[src/rtl/vrec_pkg.sv]
// Shared definitions for vector_recorder: record field layout, mismatch bit
// indices and saturating counter arithmetic.
package vrec_pkg;

  localparam int unsigned MISM_GATE = 2;
  localparam int unsigned MISM_DATA = 1;
  localparam int unsigned MISM_BEH  = 0;
  localparam int unsigned MISM_W    = 3;

  // Record layout, MSB to LSB: ts | mism | stim | y_gate | y_data | y_beh | y_expected
  function automatic int unsigned rec_width(int unsigned in_w, int unsigned out_w,
                                            int unsigned ts_w);
    return ts_w + MISM_W + in_w + 4 * out_w;
  endfunction

  function automatic int unsigned off_expected();
    return 0;
  endfunction

  function automatic int unsigned off_beh(int unsigned out_w);
    return out_w;
  endfunction

  function automatic int unsigned off_data(int unsigned out_w);
    return 2 * out_w;
  endfunction

  function automatic int unsigned off_gate(int unsigned out_w);
    return 3 * out_w;
  endfunction

  function automatic int unsigned off_stim(int unsigned out_w);
    return 4 * out_w;
  endfunction

  function automatic int unsigned off_mism(int unsigned in_w, int unsigned out_w);
    return 4 * out_w + in_w;
  endfunction

  function automatic int unsigned off_ts(int unsigned in_w, int unsigned out_w);
    return 4 * out_w + in_w + MISM_W;
  endfunction

  function automatic logic [1:0] popcount3(logic [2:0] m);
    return {1'b0, m[0]} + {1'b0, m[1]} + {1'b0, m[2]};
  endfunction

  // Adds inc to v, clamping at the all-ones value of a w-bit counter (w <= 64).
  function automatic logic [63:0] sat_add(logic [63:0] v, logic [63:0] inc, int unsigned w);
    logic [63:0] max_v;
    logic [63:0] sum;
    max_v = (w >= 64) ? '1 : ((64'd1 << w) - 64'd1);
    sum   = v + inc;
    if ((sum < v) || (sum > max_v)) return max_v;
    return sum;
  endfunction

endpackage

[src/rtl/vrec_fifo.sv]
// First-word-fall-through record FIFO; a push into a full FIFO is accepted
// only when a pop happens in the same cycle.
module vrec_fifo #(
  parameter int unsigned W     = 8,
  parameter int unsigned DEPTH = 16
) (
  input  logic         clk,
  input  logic         rst_n,
  input  logic         clear,
  input  logic         push,
  input  logic [W-1:0] push_data,
  input  logic         pop,
  output logic [W-1:0] pop_data,
  output logic         full,
  output logic         empty
);

  localparam int unsigned AW = $clog2(DEPTH);

  logic [W-1:0] mem [DEPTH];
  logic [AW:0]  wr_ptr;
  logic [AW:0]  rd_ptr;
  logic         do_push;
  logic         do_pop;

  assign empty    = (wr_ptr == rd_ptr);
  assign full     = (wr_ptr[AW] != rd_ptr[AW]) && (wr_ptr[AW-1:0] == rd_ptr[AW-1:0]);
  assign do_pop   = pop && !empty;
  assign do_push  = push && (!full || do_pop);
  assign pop_data = mem[rd_ptr[AW-1:0]];

  // Storage is reset too, so the head reads as zero after reset.
  always_ff @(posedge clk or negedge rst_n) begin
    if (!rst_n) begin
      wr_ptr <= '0;
      rd_ptr <= '0;
      for (int unsigned i = 0; i < DEPTH; i++) mem[i] <= '0;
    end else if (clear) begin
      wr_ptr <= '0;
      rd_ptr <= '0;
    end else begin
      if (do_push) begin
        mem[wr_ptr[AW-1:0]] <= push_data;
        wr_ptr              <= wr_ptr + {{AW{1'b0}}, 1'b1};
      end
      if (do_pop) rd_ptr <= rd_ptr + {{AW{1'b0}}, 1'b1};
    end
  end

endmodule

[src/rtl/vector_recorder.sv]
// Response recorder: timestamps each sample, flags UUT mismatches, keeps
// saturating totals and queues records. Define VREC_ERRORS_ONLY_EN to queue
// only mismatching samples.
module vector_recorder
  import vrec_pkg::*;
#(
  parameter int unsigned IN_W  = 1,
  parameter int unsigned OUT_W = 1,
  parameter int unsigned DEPTH = 16,
  parameter int unsigned TS_W  = 32
) (
  input  logic                                      tick,
  input  logic                                      rst_n,
  input  logic                                      clear,
  input  logic                                      sample_en,
  input  logic [IN_W-1:0]                           stim,
  input  logic [OUT_W-1:0]                          y_gate,
  input  logic [OUT_W-1:0]                          y_data,
  input  logic [OUT_W-1:0]                          y_beh,
  input  logic [OUT_W-1:0]                          y_expected,
  output logic                                      rec_valid,
  input  logic                                      rec_ready,
  output logic [rec_width(IN_W, OUT_W, TS_W)-1:0]   rec_data,
  output logic [TS_W-1:0]                           vector_count,
  output logic [TS_W-1:0]                           error_count,
  output logic                                      overflow
);

  localparam int unsigned REC_W = rec_width(IN_W, OUT_W, TS_W);

  logic [TS_W-1:0]  ts_q;
  logic [TS_W-1:0]  vcnt_q;
  logic [TS_W-1:0]  ecnt_q;
  logic             ovf_q;
  logic [2:0]       mism;
  logic [REC_W-1:0] rec_in;
  logic             keep;
  logic             push_req;
  logic             pop;
  logic             fifo_full;
  logic             fifo_empty;
  logic             drop;

  always_comb begin
    mism            = '0;
    mism[MISM_GATE] = (y_gate != y_expected);
    mism[MISM_DATA] = (y_data != y_expected);
    mism[MISM_BEH]  = (y_beh  != y_expected);
  end

  always_comb begin
    rec_in                                  = '0;
    rec_in[off_expected()        +: OUT_W]  = y_expected;
    rec_in[off_beh(OUT_W)        +: OUT_W]  = y_beh;
    rec_in[off_data(OUT_W)       +: OUT_W]  = y_data;
    rec_in[off_gate(OUT_W)       +: OUT_W]  = y_gate;
    rec_in[off_stim(OUT_W)       +: IN_W]   = stim;
    rec_in[off_mism(IN_W, OUT_W) +: MISM_W] = mism;
    rec_in[off_ts(IN_W, OUT_W)   +: TS_W]   = ts_q;
  end

`ifdef VREC_ERRORS_ONLY_EN
  assign keep = |mism;
`else
  assign keep = 1'b1;
`endif

  assign push_req  = sample_en && !clear && keep;
  assign rec_valid = !fifo_empty;
  assign pop       = rec_valid && rec_ready;
  assign drop      = push_req && fifo_full && !pop;

  vrec_fifo #(
    .W     (REC_W),
    .DEPTH (DEPTH)
  ) u_fifo (
    .clk       (tick),
    .rst_n     (rst_n),
    .clear     (clear),
    .push      (push_req),
    .push_data (rec_in),
    .pop       (pop),
    .pop_data  (rec_data),
    .full      (fifo_full),
    .empty     (fifo_empty)
  );

  always_ff @(posedge tick or negedge rst_n) begin
    if (!rst_n) begin
      ts_q   <= '0;
      vcnt_q <= '0;
      ecnt_q <= '0;
      ovf_q  <= 1'b0;
    end else if (clear) begin
      ts_q   <= '0;
      vcnt_q <= '0;
      ecnt_q <= '0;
      ovf_q  <= 1'b0;
    end else begin
      ts_q <= ts_q + TS_W'(1);
      if (sample_en) begin
        vcnt_q <= TS_W'(sat_add(64'(vcnt_q), 64'd1, TS_W));
        ecnt_q <= TS_W'(sat_add(64'(ecnt_q), 64'(popcount3(mism)), TS_W));
      end
      if (drop) ovf_q <= 1'b1;
    end
  end

  assign vector_count = vcnt_q;
  assign error_count  = ecnt_q;
  assign overflow     = ovf_q;

endmodule

[config.mk]
export PLATFORM = sky130hd
export DESIGN_NAME = vector_recorder
export DESIGN_NICKNAME = d
export VERILOG_FILES = /design/src/rtl/vrec_pkg.sv /design/src/rtl/vrec_fifo.sv /design/src/rtl/vector_recorder.sv
export SDC_FILE = /design/constraint.sdc
export NUM_CORES = 1
export LEC_CHECK = 0
export CORE_UTILIZATION = 55
export DETAILED_ROUTE_END_ITERATION = 16
export GPL_ROUTABILITY_DRIVEN = 1
export PLACE_DENSITY = 0.73
export REMOVE_ABC_BUFFERS = 1
export SYNTH_ARGS = -nofsm -noshare
export SYNTH_HDL_FRONTEND = slang
export SYNTH_SLANG_ARGS = --single-unit
[constraint.sdc]
create_clock -name tick -period 9.45 [get_ports tick]
set_input_delay 1.89 -clock tick [delete_from_list [all_inputs] [get_ports tick]]
set_output_delay 1.89 -clock tick [all_outputs]
set_load 0.1 [all_outputs]
==> metrics.md, run 1 <==
| Metric | Value |
|---|---|
| Worst Setup End Kind | flip-flop |
| Vias/cell | 6.288 |
| Max-slew violation count | 0 |
| CP required | 9950 ps |
| Hpwl dp | roughly 47 mm |
| Tcrit/Tclk final | 79.22% |
| Antenna Nets Post-Route | 0 |
| Simple logic cell fraction of the synthesized area | under 10% |
| F_max | between 100 and 150 MHz |
| Postcts setup bufs | 0 |
| Dpl cell area | 37540 um2 |
| CP startpoint kind | input pin |
| Post-Synth Adder-Cell Area | about 1.6% |
| RSZ-0062 raised after global routing | no |
| Hold crit path type | flip-flop to flip-flop |
| CP arrival | 7990 ps |
| Min Tclk post-route | 7486 ps |
| Clock transition at path regs | approximately 60 ps |
| LEAKAGE | approximately 19 nW |
| Pin count of the biggest net entering global routing | 174 |
| Peak supply drop | between 0.0001 and 0.00015 V |
| Post-Syn Instances | roughly 2600 |
| DRC | 0 |
| Main area contributors after synthesis | dfrtp_1 52%, mux2_2 18%, mux4_2 13%, clkbuf_1 1.6%, nor2_1 1.6% |
| Xor and xnor area share after synthesis | 1.634% |
| Setup tns final | 0 ps |
| Sw Ratio | a little over a quarter |
| NetSw | 2.058 mW |
| CTS Sinks | 747 |
| Fin. Hold Viols | 0 |
| Die Wd | 257.5 um |
| Synth Register Bits | 747 |
| Post-synthesis cell area | 35910 um2 |
| Mux cell area share after synthesis | about 31% |
| Die Area | 66310 um2 |
| Layout Nets | roughly 2700 |
| Hold path start | u_fifo.mem[485]$_DFFE_PN0P_ |
| Starting Density | roughly 56% |
| Seq pwr share | 45.2% |
| Most frequent cells in the layout | 743 x dfrtp_1, 582 x mux2_2, 200 x mux4_2 |
| Setup Skew | 18.63 ps |
| Reg2Reg Launch Point | error_count[0]$_DFFE_PN0P_ |
| Cell count after placement | 3372 |
| Hold Buf Count CTS | 0 |
| CTS Buf Count | 80 |
| # IOs | about 120 |
| Cell Pwr Density | 187.6 nW/um2 |
| Clk root buf | clkbuf_16 |
| Post_cts resized | 0 |
| Crit Path Category | input pin to flip-flop |
| Largest family of logic cells by synthesized area | multiplexers |
| Part of the power in the clock network | approximately two fifths |
| Post-synthesis sequential area ratio | 52.06% |
| Tot Pwr | about 7.5 mW |
| Row count | 93 |
| Mapped Avg Cell Area | between 10 and 15 um2 |
| Clk_lat worst skew | slightly above 600 ps |
| Vias in the first global route | 23730 |
| Core box area | 64460 um2 |
| Main synth FF type | dfrtp_1 |
| Status | completed |
| Internal power | approximately 5.5 mW |
| H-tree levels | 3 |
| Fraction of layout cells with a size suffix above 1 | 37.24% |
| Max Cap Viol | 0 |
| Antenna diodes | 0 |
| Worst hold endpoint | u_fifo.mem[485]$_DFFE_PN0P_ |
| Worst reg2reg path depth | 18 |
| Final std cell area, no fill | 40090 um2 |
| Die Y | around 260 um |
| Port Buf Inserts | 115 |
| # setup viols final | 0 |
| Reg-to-reg endpoint | error_count[1]$_DFFE_PN0P_ |
| Commonest non-fill, non-tap cell in the layout | dfrtp_1 |
| EDFF count, synth | 0 |
| WL per Instance | 24.01 um |
| GRT Util Overall | a little over a quarter |
| Bufs on Longest Clock Path | 3 |
| Drt pass-1 iters | 5 |
| Post-synth cell types | 75 |
| Post-Layout Cell Count | 3511 |
| Worst-Margin Slew | approximately 1200 ps |
| GPL Wtd Cong | 0.8333 |
| Initial DRC Count | 1481 |
| Hold Path Depth | 2 |
| Initial antenna violation count | 0 |
| CTS tree | built |
| Comb pwr share | 13.9% |
| Yosys top cell area share | between 50% and 60% |
| DR vias | 22080 |
| CP max FO | 32 |
| Async S/R FF share, synth | 100.0% |
| P&R area growth vs syn | 11.65% |
| Max-slew headroom | 22.61% |
| Yosys warns | 0 |
| Reg2reg setup slack | about 4200 ps |
| Gr ovfl total | 0 |
| DRT Wirelength | 84.31 mm |
| Compound-cell area share of the yosys netlist | 4.384% |
| Post-synth top area cell | dfrtp_1 |
| First-pass GRT wire length | 134.7 mm |
| WHS | 478.2 ps |
==> cells by family after synthesis <==
logic type      count (synthesis)
simple gates                  437
xor+xnor                       67
buf+inv                       292
compound gates                220
flops                         747
mux                           794
fa+ha+maj                      44
==> layer usage <==
metal / track usage (%) / vias to the layer above / share of wire [%]
met4: 9.155 / 0 / 2.9
met3: 4.807 / 167 / 5.7
met2: 42.78 / 620 / 49
met5: 0 / - / 0
li1: - / 9556 / -
met1: 35.03 / 11730 / 42
==> state kept, by name, summed over array words and instances (netlist names) <==
signal	flops
error_count	32
vector_count	32
overflow	1
u_fifo.mem	640
u_fifo.wr_ptr	5
u_fifo.rd_ptr	5
ts_q	32
==> worst max-delay path by stage <==
stage	to	slack, ps	depth (start not counted)	start
2_1_floorplan	u_fifo.mem[160]$_DFFE_PN0P_	-820	7	u_fifo.rd_ptr[0]$_DFFE_PN0P_
3_3_place_gp	error_count[31]$_DFFE_PN0P_	1520	19	y_gate
3_5_place_dp	error_count[1]$_DFFE_PN0P_	1440	20	y_gate
4_1_cts	error_count[1]$_DFFE_PN0P_	2030	19	y_gate
5_1_grt	error_count[1]$_DFFE_PN0P_	1540	20	y_beh
6_report	error_count[1]$_DFFE_PN0P_	1960	19	y_gate
==> metrics by stage <==
stage | worst slack (ps) | utilization, %
after floorplan | -820.1 | -
after global placement | 1524 | 58.23
after detailed placement | 1439 | 58.23
after CTS | 2032 | 62.19
after global routing | 1541 | 62.19
final | 1964 | 62.19
==> Yosys cell counts (28+ instances only) <==
master / count
clkbuf_1: 153
nand3_1: 36
o21ai_0: 74
nand2_1: 114
xor2_1: 39
dfrtp_1: 747
ha_1: 42
a211oi_1: 29
mux4_2: 200
nor2_1: 150
mux2_2: 582
inv_1: 61
buf_2: 48
xnor2_1: 28
==> cell type report <==
class	count	area, um2
Fill cell	4806	24380
Sequential cell	747	18710
Multi-Input combinational cell	1562	16080
Clock buffer	111	2260
Timing Repair Buffer	147	1454
Tap cell	855	1070
Clock inverter	28	291.5
Inverter	61	229.0
==> power groups by stage <==
stage | Combinational, mW | Sequential (mW) | Clock [mW]
global placement | 1.05 | 3.45 | 0
finish | 1.05 | 3.40 | 3.08
CTS | 1.06 | 3.40 | 3.12
detailed placement | 1.06 | 3.45 | 0
global route | 1.12 | 3.41 | 3.24
floorplan | 0.574 | 3.64 | 0
==> worst max-delay path, cell delays in order <==
cell and delay (ps):
clkdlybuf4s50_1 760, xnor2_1 680, fa_1 510, inv_1 70
ha_1 210, a21oi_1 110, nor3b_1 380, nand2_1 200
nor3_1 250, nand2_1 190, inv_1 110, ha_1 260
xnor2_1 310, nor4_1 100, o41ai_1 380, nand3_1 150
o21ai_1 170, nand3_2 720, a311oi_1 510
Note: power is estimated with default switching activity, not from simulation.
==> run 2, diff against run 1 <==
--- a/config.mk
+++ b/config.mk
@@ -8,7 +8,7 @@
 export CORE_UTILIZATION = 55
 export DETAILED_ROUTE_END_ITERATION = 16
 export GPL_ROUTABILITY_DRIVEN = 1
-export PLACE_DENSITY = 0.73
+export PLACE_DENSITY = 0.75
 export REMOVE_ABC_BUFFERS = 1
 export SYNTH_ARGS = -nofsm -noshare
 export SYNTH_HDL_FRONTEND = slang
==> constraint.sdc (replaced) <==
create_clock -name tick -period 6.31 [get_ports tick]
set_input_delay 1.262 -clock tick [delete_from_list [all_inputs] [get_ports tick]]
set_output_delay 1.262 -clock tick [all_outputs]
set_load 0.1 [all_outputs]
==> run 2 against run 1 <==
Effect of this change:
- via count increased by 0.65%
- die area unchanged
- hold slack improved by 0.56 ps
- critical path type unchanged
- critical endpoint is now error_count[15]$_DFFE_PN0P_
- largest cell class unchanged
==> metrics.md, run 2 (synthesis results as in run 1) <==
| Metric | Value |
|---|---|
| CP required | 6740 ps (-3210 ps) |
| Fraction of layout cells with a size suffix above 1 | 37.81% (+0.57 points) |
| Clk_lat worst skew | 630 ps (about the same) |
| CTS Buf Count | 80 (unchanged) |
| Clock transition at path regs | 60 ps (about the same) |
| Min Tclk post-route | 5731 ps |
| Peak supply drop | 0.0001940 V (+41%) |
| Clk root buf | clkbuf_16 |
| Layout Nets | 2680 (+1.0%) |
| Multi-input logic area | 16080 um2 (unchanged) |
| Vias in the first global route | 24050 (+1.3%) |
| Gr ovfl total | 0 (unchanged) |
| Max incr delay on CP | 530 ps (-230 ps) |
| Die Wd | 257.5 um (unchanged) |
| Commonest non-fill, non-tap cell in the layout | dfrtp_1 |
| CP startpoint kind | input pin |
| Hold crit path type | flip-flop to flip-flop |
| Initial antenna violation count | 1 (+1) |
| Bufs on Longest Clock Path | 3 (unchanged) |
| Pin count of the biggest net entering global routing | 167 (-4.0%) |
| Drt pass-1 iters | 7 (+2) |
| RSZ-0062 raised after global routing | no |
| GRT Util Overall | 26.64% (+0.57 points) |
| Cell count after placement | 3399 (+0.80%) |
| Hold Buf Count CTS | 0 (unchanged) |
| Dpl cell area | 37830 um2 (+0.77%) |
| F_max | 174.5 MHz |
| Number of flip-flops in the largest register | 640 (unchanged) |
| Max-slew violation count | 0 (unchanged) |
| Core box area | 64460 um2 (unchanged) |
| CTS tree | built |
| Largest register by flop count | u_fifo.mem |
| Antenna diodes | 0 (unchanged) |
| CP arrival | 6170 ps (-1820 ps) |
| Die Y | 257.5 um (unchanged) |
| Cell Pwr Density | 281.3 nW/um2 (+50%) |
| Tot Pwr | 11.39 mW (+51%) |
| GPL Wtd Cong | 0.8534 (+2.4%) |
| DRT Wirelength | 85.70 mm (+1.6%) |
| Postcts setup bufs | 0 (unchanged) |
| Tcrit/Tclk final | 90.83% |
| Die Area | 66310 um2 (unchanged) |
| Status | completed |
| Antenna Nets Post-Route | 0 (unchanged) |
| CTS Sinks | 747 (unchanged) |
| # IOs | 116 (unchanged) |
| Register area | 18710 um2 (unchanged) |
| DRC | 0 (unchanged) |
| Worst Setup End Kind | flip-flop |
| Crit path cell chain | clkdlybuf4s50_1 > xnor2_1 > buf_4 > fa_1 > inv_1 > ha_1 > a21oi_1 > nor3b_1 > buf_4 > nand2_1 > nor3_1 > nand2_1 > nor2_1 > ha_1 > xor2_1 > nand2_1 > nor4_1 > nand4_1 > a31oi_1 > o21ai_1 > nand3_2 > buf_4 > a311oi_2 |
| # fillers | 4673 (-2.8%) |
| Post-layout util | 62.78% (+0.60 points) |
| LEAKAGE | 18.70 nW (+1.1%) |
| Final std cell area, no fill | 40470 um2 (+0.96%) |
| Most frequent cells in the layout | 743 x dfrtp_1, 582 x mux2_2, 200 x mux4_2 |
| Setup tns final | 0 ps (unchanged) |
| Initial DRC Count | 1536 (+3.7%) |
| P&R area growth vs syn | 12.72% |
| H-tree levels | 3 (unchanged) |
| Max Cap Viol | 0 (unchanged) |
| Crit Path Category | input pin to flip-flop |
| Setup Skew | 27.21 ps (+8.580 ps) |
| # setup viols final | 0 (unchanged) |
| Worst-Margin Slew | 1176 ps (+18.42 ps) |
| Starting Density | 55.70% (unchanged) |
| CP max FO | 11 (-66%) |
| CP max-delay cell | clkdlybuf4s50_1 |
| Post-Layout Cell Count | 3545 (+0.97%) |
| Post_cts resized | 0 (unchanged) |
| WL per Instance | 24.17 um (+0.67%) |
| Hpwl dp | 50.03 mm (+5.5%) |
| Fin. Hold Viols | 0 (unchanged) |
| DR vias | 22220 (+0.65%) |
| Vias/cell | 6.268 (-0.31%) |
| First-pass GRT wire length | 137.2 mm (+1.8%) |
| Port Buf Inserts | 115 (unchanged) |
| Max-slew headroom | 21.38% (-1.2 points) |
| Row count | 93 (unchanged) |
-- run 2: cell count changes in the layout (fill, tap and decap cells not counted), moves of 2 or more --
cell / previous run / this run
buf_12: 5 / 12
buf_4: 29 / 49
clkbuf_8: 12 / 18
clkinv_4: 0 / 2
clkinv_2: 15 / 8
clkbuf_1: 18 / 24
clkinv_8: 0 / 2
-- run 2: cell type report --
type                       count  area share, %
inverter                      61         0.5657
multi-input combinational   1562          39.73
timing repair buffer         174          4.310
clock buffer                 123          5.843
clock inverter                23         0.6925
sequential                   747          46.22
tap                          855          2.643
-- run 2: final timing paths --
path                                            start                     endpoint  slack, ps  depth (start not counted)
setup / recovery                               y_gate  error_count[15]$_DFFE_PN0P_        580                         23
hold / removal             u_fifo.mem[47]$_DFFE_PN0P_   u_fifo.mem[47]$_DFFE_PN0P_        480                          2
setup reg to reg           error_count[0]$_DFFE_PN0P_  error_count[15]$_DFFE_PN0P_       1710                         21
hold reg to reg            u_fifo.mem[47]$_DFFE_PN0P_   u_fifo.mem[47]$_DFFE_PN0P_        480                          2
max in group asynchronous                       rst_n  u_fifo.mem[601]$_DFFE_PN0P_       4090                          2
min in group asynchronous                       rst_n  u_fifo.mem[435]$_DFFE_PN0P_        700                          1
-- run 2: critical path, delay by kind of cell --
kind / cells / cell delay [ps]
and+or+nand+nor: 9 / 1610
buffers and inverters: 5 / 1190
adders and majority gates: 3 / 920
AOI/OAI and AO/OA: 4 / 630
xor gates and xnor gates: 2 / 520
-- run 2: through the flow --
| step | hold slack, ps | setup WS, ps |
|---|---|---|
| after floorplan | 444.6 | -3960 |
| after global routing | 504.6 | 319.1 |
| after global placement | 456.4 | 199.9 |
| after detailed placement | 466.5 | 114.2 |
| final | 478.7 | 578.8 |
| after CTS | 479.3 | 703.9 |
-- run 2: power by group --
part           internal, mW  switching, mW
Clock                  2.76           1.93
Sequential             4.93          0.171
Combinational         0.571           1.03
-- run 2: routing by layer --
layer  part of all wire, %  routed length (um)  vias up  GRT usage (%)
li1                      -                   -     9605              -
met1                    42               36410    11850          35.68
met2                    50               42870      603          44.85
met3                   5.0                4322      165          4.157
met4                   2.4                2087        2          8.399
met5                 0.015                  13        -              0
==> run 3, diff against run 2 <==
--- a/config.mk
+++ b/config.mk
@@ -5,9 +5,11 @@
 export SDC_FILE = /design/constraint.sdc
 export NUM_CORES = 1
 export LEC_CHECK = 0
+export CORE_MARGIN = 2
 export CORE_UTILIZATION = 55
 export DETAILED_ROUTE_END_ITERATION = 16
 export GPL_ROUTABILITY_DRIVEN = 1
+export GPL_TIMING_DRIVEN = 1
 export PLACE_DENSITY = 0.75
 export REMOVE_ABC_BUFFERS = 1
 export SYNTH_ARGS = -nofsm -noshare
==> run 3 against run 2 <==
Effect of this change:
- fmax up 2.7%
- critical endpoint is now error_count[17]$_DFFE_PN0P_
- sequential cell count did not move
- final area about the same
- largest cell class unchanged
- sequential share of layout area about the same
- core utilization hardly changed
- first-iteration DRC count fell by 2.5%
- combinational power barely moved
- hold slack better by 2.5 ps
==> metrics.md, run 3 (synthesis results as in run 1) <==
| Metric | Value |
|---|---|
| Status | completed |
| Die Area | 67340 um2 (+1.6%) |
| CP required | 6740 ps (about the same) |
| LEAKAGE | 18.73 nW (+0.16%) |
| GPL Wtd Cong | 0.8907 (+4.4%) |
| Die Wd | 259.5 um (+0.78%) |
| Met2 Usage GRT | 43.95% (-0.90 points) |
| # IOs | 116 (unchanged) |
| RSZ-0062 raised after global routing | no |
| Hold crit path type | flip-flop to flip-flop |
| # setup viols final | 0 (unchanged) |
| Core box area | 64460 um2 (unchanged) |
| H-tree levels | 3 (unchanged) |
| DR vias | 22150 (-0.32%) |
| Pin count of the biggest net entering global routing | 172 (+3.0%) |
| Setup tns final | 0 ps (unchanged) |
| Tcrit/Tclk final | 88.44% (-2.4 points) |
| Peak supply drop | 0.0001639 V (-15%) |
| Clk root buf | clkbuf_16 |
| Starting Density | 55.70% (unchanged) |
| Initial DRC Count | 1497 (-2.5%) |
| DRT Wirelength | 86.27 mm (+0.67%) |
| Initial antenna violation count | 1 (unchanged) |
| Layout Nets | 2679 (-0.037%) |
| Dpl ws | 265.1 ps (+150.9 ps) |
| Worst reg2reg path depth | 17 (-19%) |
| Met1 Usage GRT | 35.25% (-0.43 points) |
| Setup crit end | error_count[17]$_DFFE_PN0P_ |
| Largest register by flop count | u_fifo.mem |
| Row count | 93 (unchanged) |
| Reg2reg setup slack | 1470 ps (-240 ps) |
| Vias/cell | 6.254 (-0.23%) |
| Worst Setup End Kind | flip-flop |
| Grt peak-use layer | met2 |
| Bufs on Longest Clock Path | 3 (unchanged) |
| Part of the power in the clock network | 41.5% (+0.3 points) |
| CP arrival | 6010 ps (-160 ps) |
| CP max FO | 21 (+10) |
| Critical path's most frequent cell | nand2_1 |
| Max-slew violation count | 0 (unchanged) |
| Reg-to-reg endpoint | vector_count[15]$_DFFE_PN0P_ |
| Post_cts resized | 0 (unchanged) |
| Port Buf Inserts | 115 (unchanged) |
| Die Y | 259.5 um (+0.78%) |
| Commonest non-fill, non-tap cell in the layout | dfrtp_1 |
| Clock transition at path regs | 60 ps (about the same) |
| CP max-delay cell | clkdlybuf4s50_1 |
| Max incr delay on CP | 610 ps (+80 ps) |
| DRC | 0 (unchanged) |
| F_max | 179.2 MHz (+2.7%) |
| Min Tclk post-route | 5580 ps (-150.9 ps) |
| Number of flip-flops in the largest register | 640 (unchanged) |
| Seq pwr share | 44.5% (-0.3 points) |
| Drt pass-1 iters | 5 (-2) |
| Internal power | 8.312 mW (+0.64%) |
| Antenna Nets Post-Route | 0 (unchanged) |
| Post-Layout Cell Count | 3542 (-0.085%) |
| Max-slew headroom | 22.90% (+1.5 points) |
| Vias in the first global route | 23870 (-0.73%) |
| Clk_lat worst skew | 630 ps (about the same) |
| Cell Pwr Density | 282.4 nW/um2 (+0.36%) |
| Crit Path Category | input pin to flip-flop |
| Postcts setup bufs | 0 (unchanged) |
| Crit path cell chain | clkdlybuf4s50_1 > xnor2_1 > buf_4 > fa_1 > inv_1 > ha_1 > a21oi_1 > nor3b_1 > nand2_1 > nor3_1 > nand2_1 > nor2_1 > ha_1 > xor2_1 > nand2_1 > nor4_1 > nand4_1 > a31oi_1 > o21ai_1 > nand3_2 > buf_12 > a311oi_2 |
| CTS tree | built |
| CTS Buf Count | 79 (-1.3%) |
| CTS Sinks | 747 (unchanged) |
| Tot Pwr | 11.43 mW (+0.38%) |
| CP startpoint kind | input pin |
| WL per Instance | 24.36 um (+0.76%) |
| P&R area growth vs syn | 12.74% (about the same) |
| PnR worst setup slack | 729.7 ps (+150.9 ps) |
| Fraction of layout cells with a size suffix above 1 | 38.20% (+0.39 points) |
| NetSw | 3.118 mW (-0.31%) |
| Worst-Margin Slew | 1153 ps (-22.66 ps) |
| Hpwl dp | 50.02 mm (about the same) |
| Most frequent cells in the layout | 743 x dfrtp_1, 582 x mux2_2, 200 x mux4_2 |
| GRT Util Overall | 26.33% (-0.31 points) |
| Setup Skew | 27.24 ps (+0.03500 ps) |
| First-pass GRT wire length | 137.1 mm (-0.10%) |
| Sw Ratio | 27.28% (-0.19 points) |
| Comb pwr share | 14.0% (about the same) |
| Hold Buf Count CTS | 0 (unchanged) |
| Reg2Reg Launch Point | vector_count[0]$_DFFE_PN0P_ |
| Gr ovfl total | 0 (unchanged) |
| Max Cap Viol | 0 (unchanged) |
| Fin. Hold Viols | 0 (unchanged) |
| Cell count after placement | 3399 (unchanged) |
| CP startpoint | y_gate |
| Met3 Usage GRT | 4.814% (+0.66 points) |
| # fillers | 4653 (-0.43%) |
[run 3: changes by cell type in the layout (fill, tap and decap cells not counted), moves of 2 or more]
cell	before	now
clkbuf_1	24	11
clkinv_2	8	17
bufinv_16	4	6
clkinv_8	2	0
[run 3: final cells by class]
type                       instances  area (um2)  area share [%]
clock buffer                     111        2330           5.755
timing repair buffer             174        1732           4.278
clock inverter                    31       332.8          0.8222
multi-input combinational       1562       16080           39.72
sequential                       747       18710           46.21
tap                              855        1070           2.643
inverter                          61       229.0          0.5656
antenna                            1       2.502        0.006182
[run 3: how the worst min path moves through the flow]
stage,from,endpoint,slack [ps],depth (start not counted)
2_1_floorplan,u_fifo.mem[365]$_DFFE_PN0P_,u_fifo.mem[365]$_DFFE_PN0P_,440,2
3_3_place_gp,u_fifo.mem[566]$_DFFE_PN0P_,u_fifo.mem[566]$_DFFE_PN0P_,460,2
3_5_place_dp,u_fifo.mem[532]$_DFFE_PN0P_,u_fifo.mem[532]$_DFFE_PN0P_,470,2
4_1_cts,u_fifo.mem[532]$_DFFE_PN0P_,u_fifo.mem[532]$_DFFE_PN0P_,480,2
5_1_grt,u_fifo.mem[532]$_DFFE_PN0P_,u_fifo.mem[532]$_DFFE_PN0P_,500,2
6_report,u_fifo.mem[532]$_DFFE_PN0P_,u_fifo.mem[532]$_DFFE_PN0P_,480,2
[run 3: power groups by stage]
stage	Combinational (mW)	Sequential (mW)	Clock, mW
detailed placement	1.62	5.17	0
finish	1.60	5.09	4.74
global route	1.71	5.11	5.04
CTS	1.62	5.08	4.81
floorplan	0.860	5.46	0
global placement	1.59	5.15	0
[run 3: worst max-delay path: cells and delay by family]
family | cells | cell delay [ps]
AOI/OAI and AO/OA | 4 | 610
xor gates and xnor gates | 2 | 340
adders and majority gates | 3 | 950
buffers and inverters | 4 | 1060
and+or+nand+nor | 9 | 1770
[run 3: metal layers]
| metal | wire length, um | share of wire [%] |
|---|---|---|
| met5 | 12 | 0.014 |
| met4 | 2191 | 2.5 |
| met3 | 5154 | 6.0 |
| met2 | 43070 | 50 |
| met1 | 35850 | 42 |
[run 3: metrics by stage]
step | area [um2] | hold slack (ps) | util [%]
final | 40480 | 481.3 | 62.79
after global routing | 40480 | 501.6 | 62.79
after CTS | 40480 | 481.6 | 62.79
after detailed placement | 37820 | 467.9 | 58.66
after global placement | 37820 | 456.2 | 58.66
after floorplan | 34940 | 444.6 | -
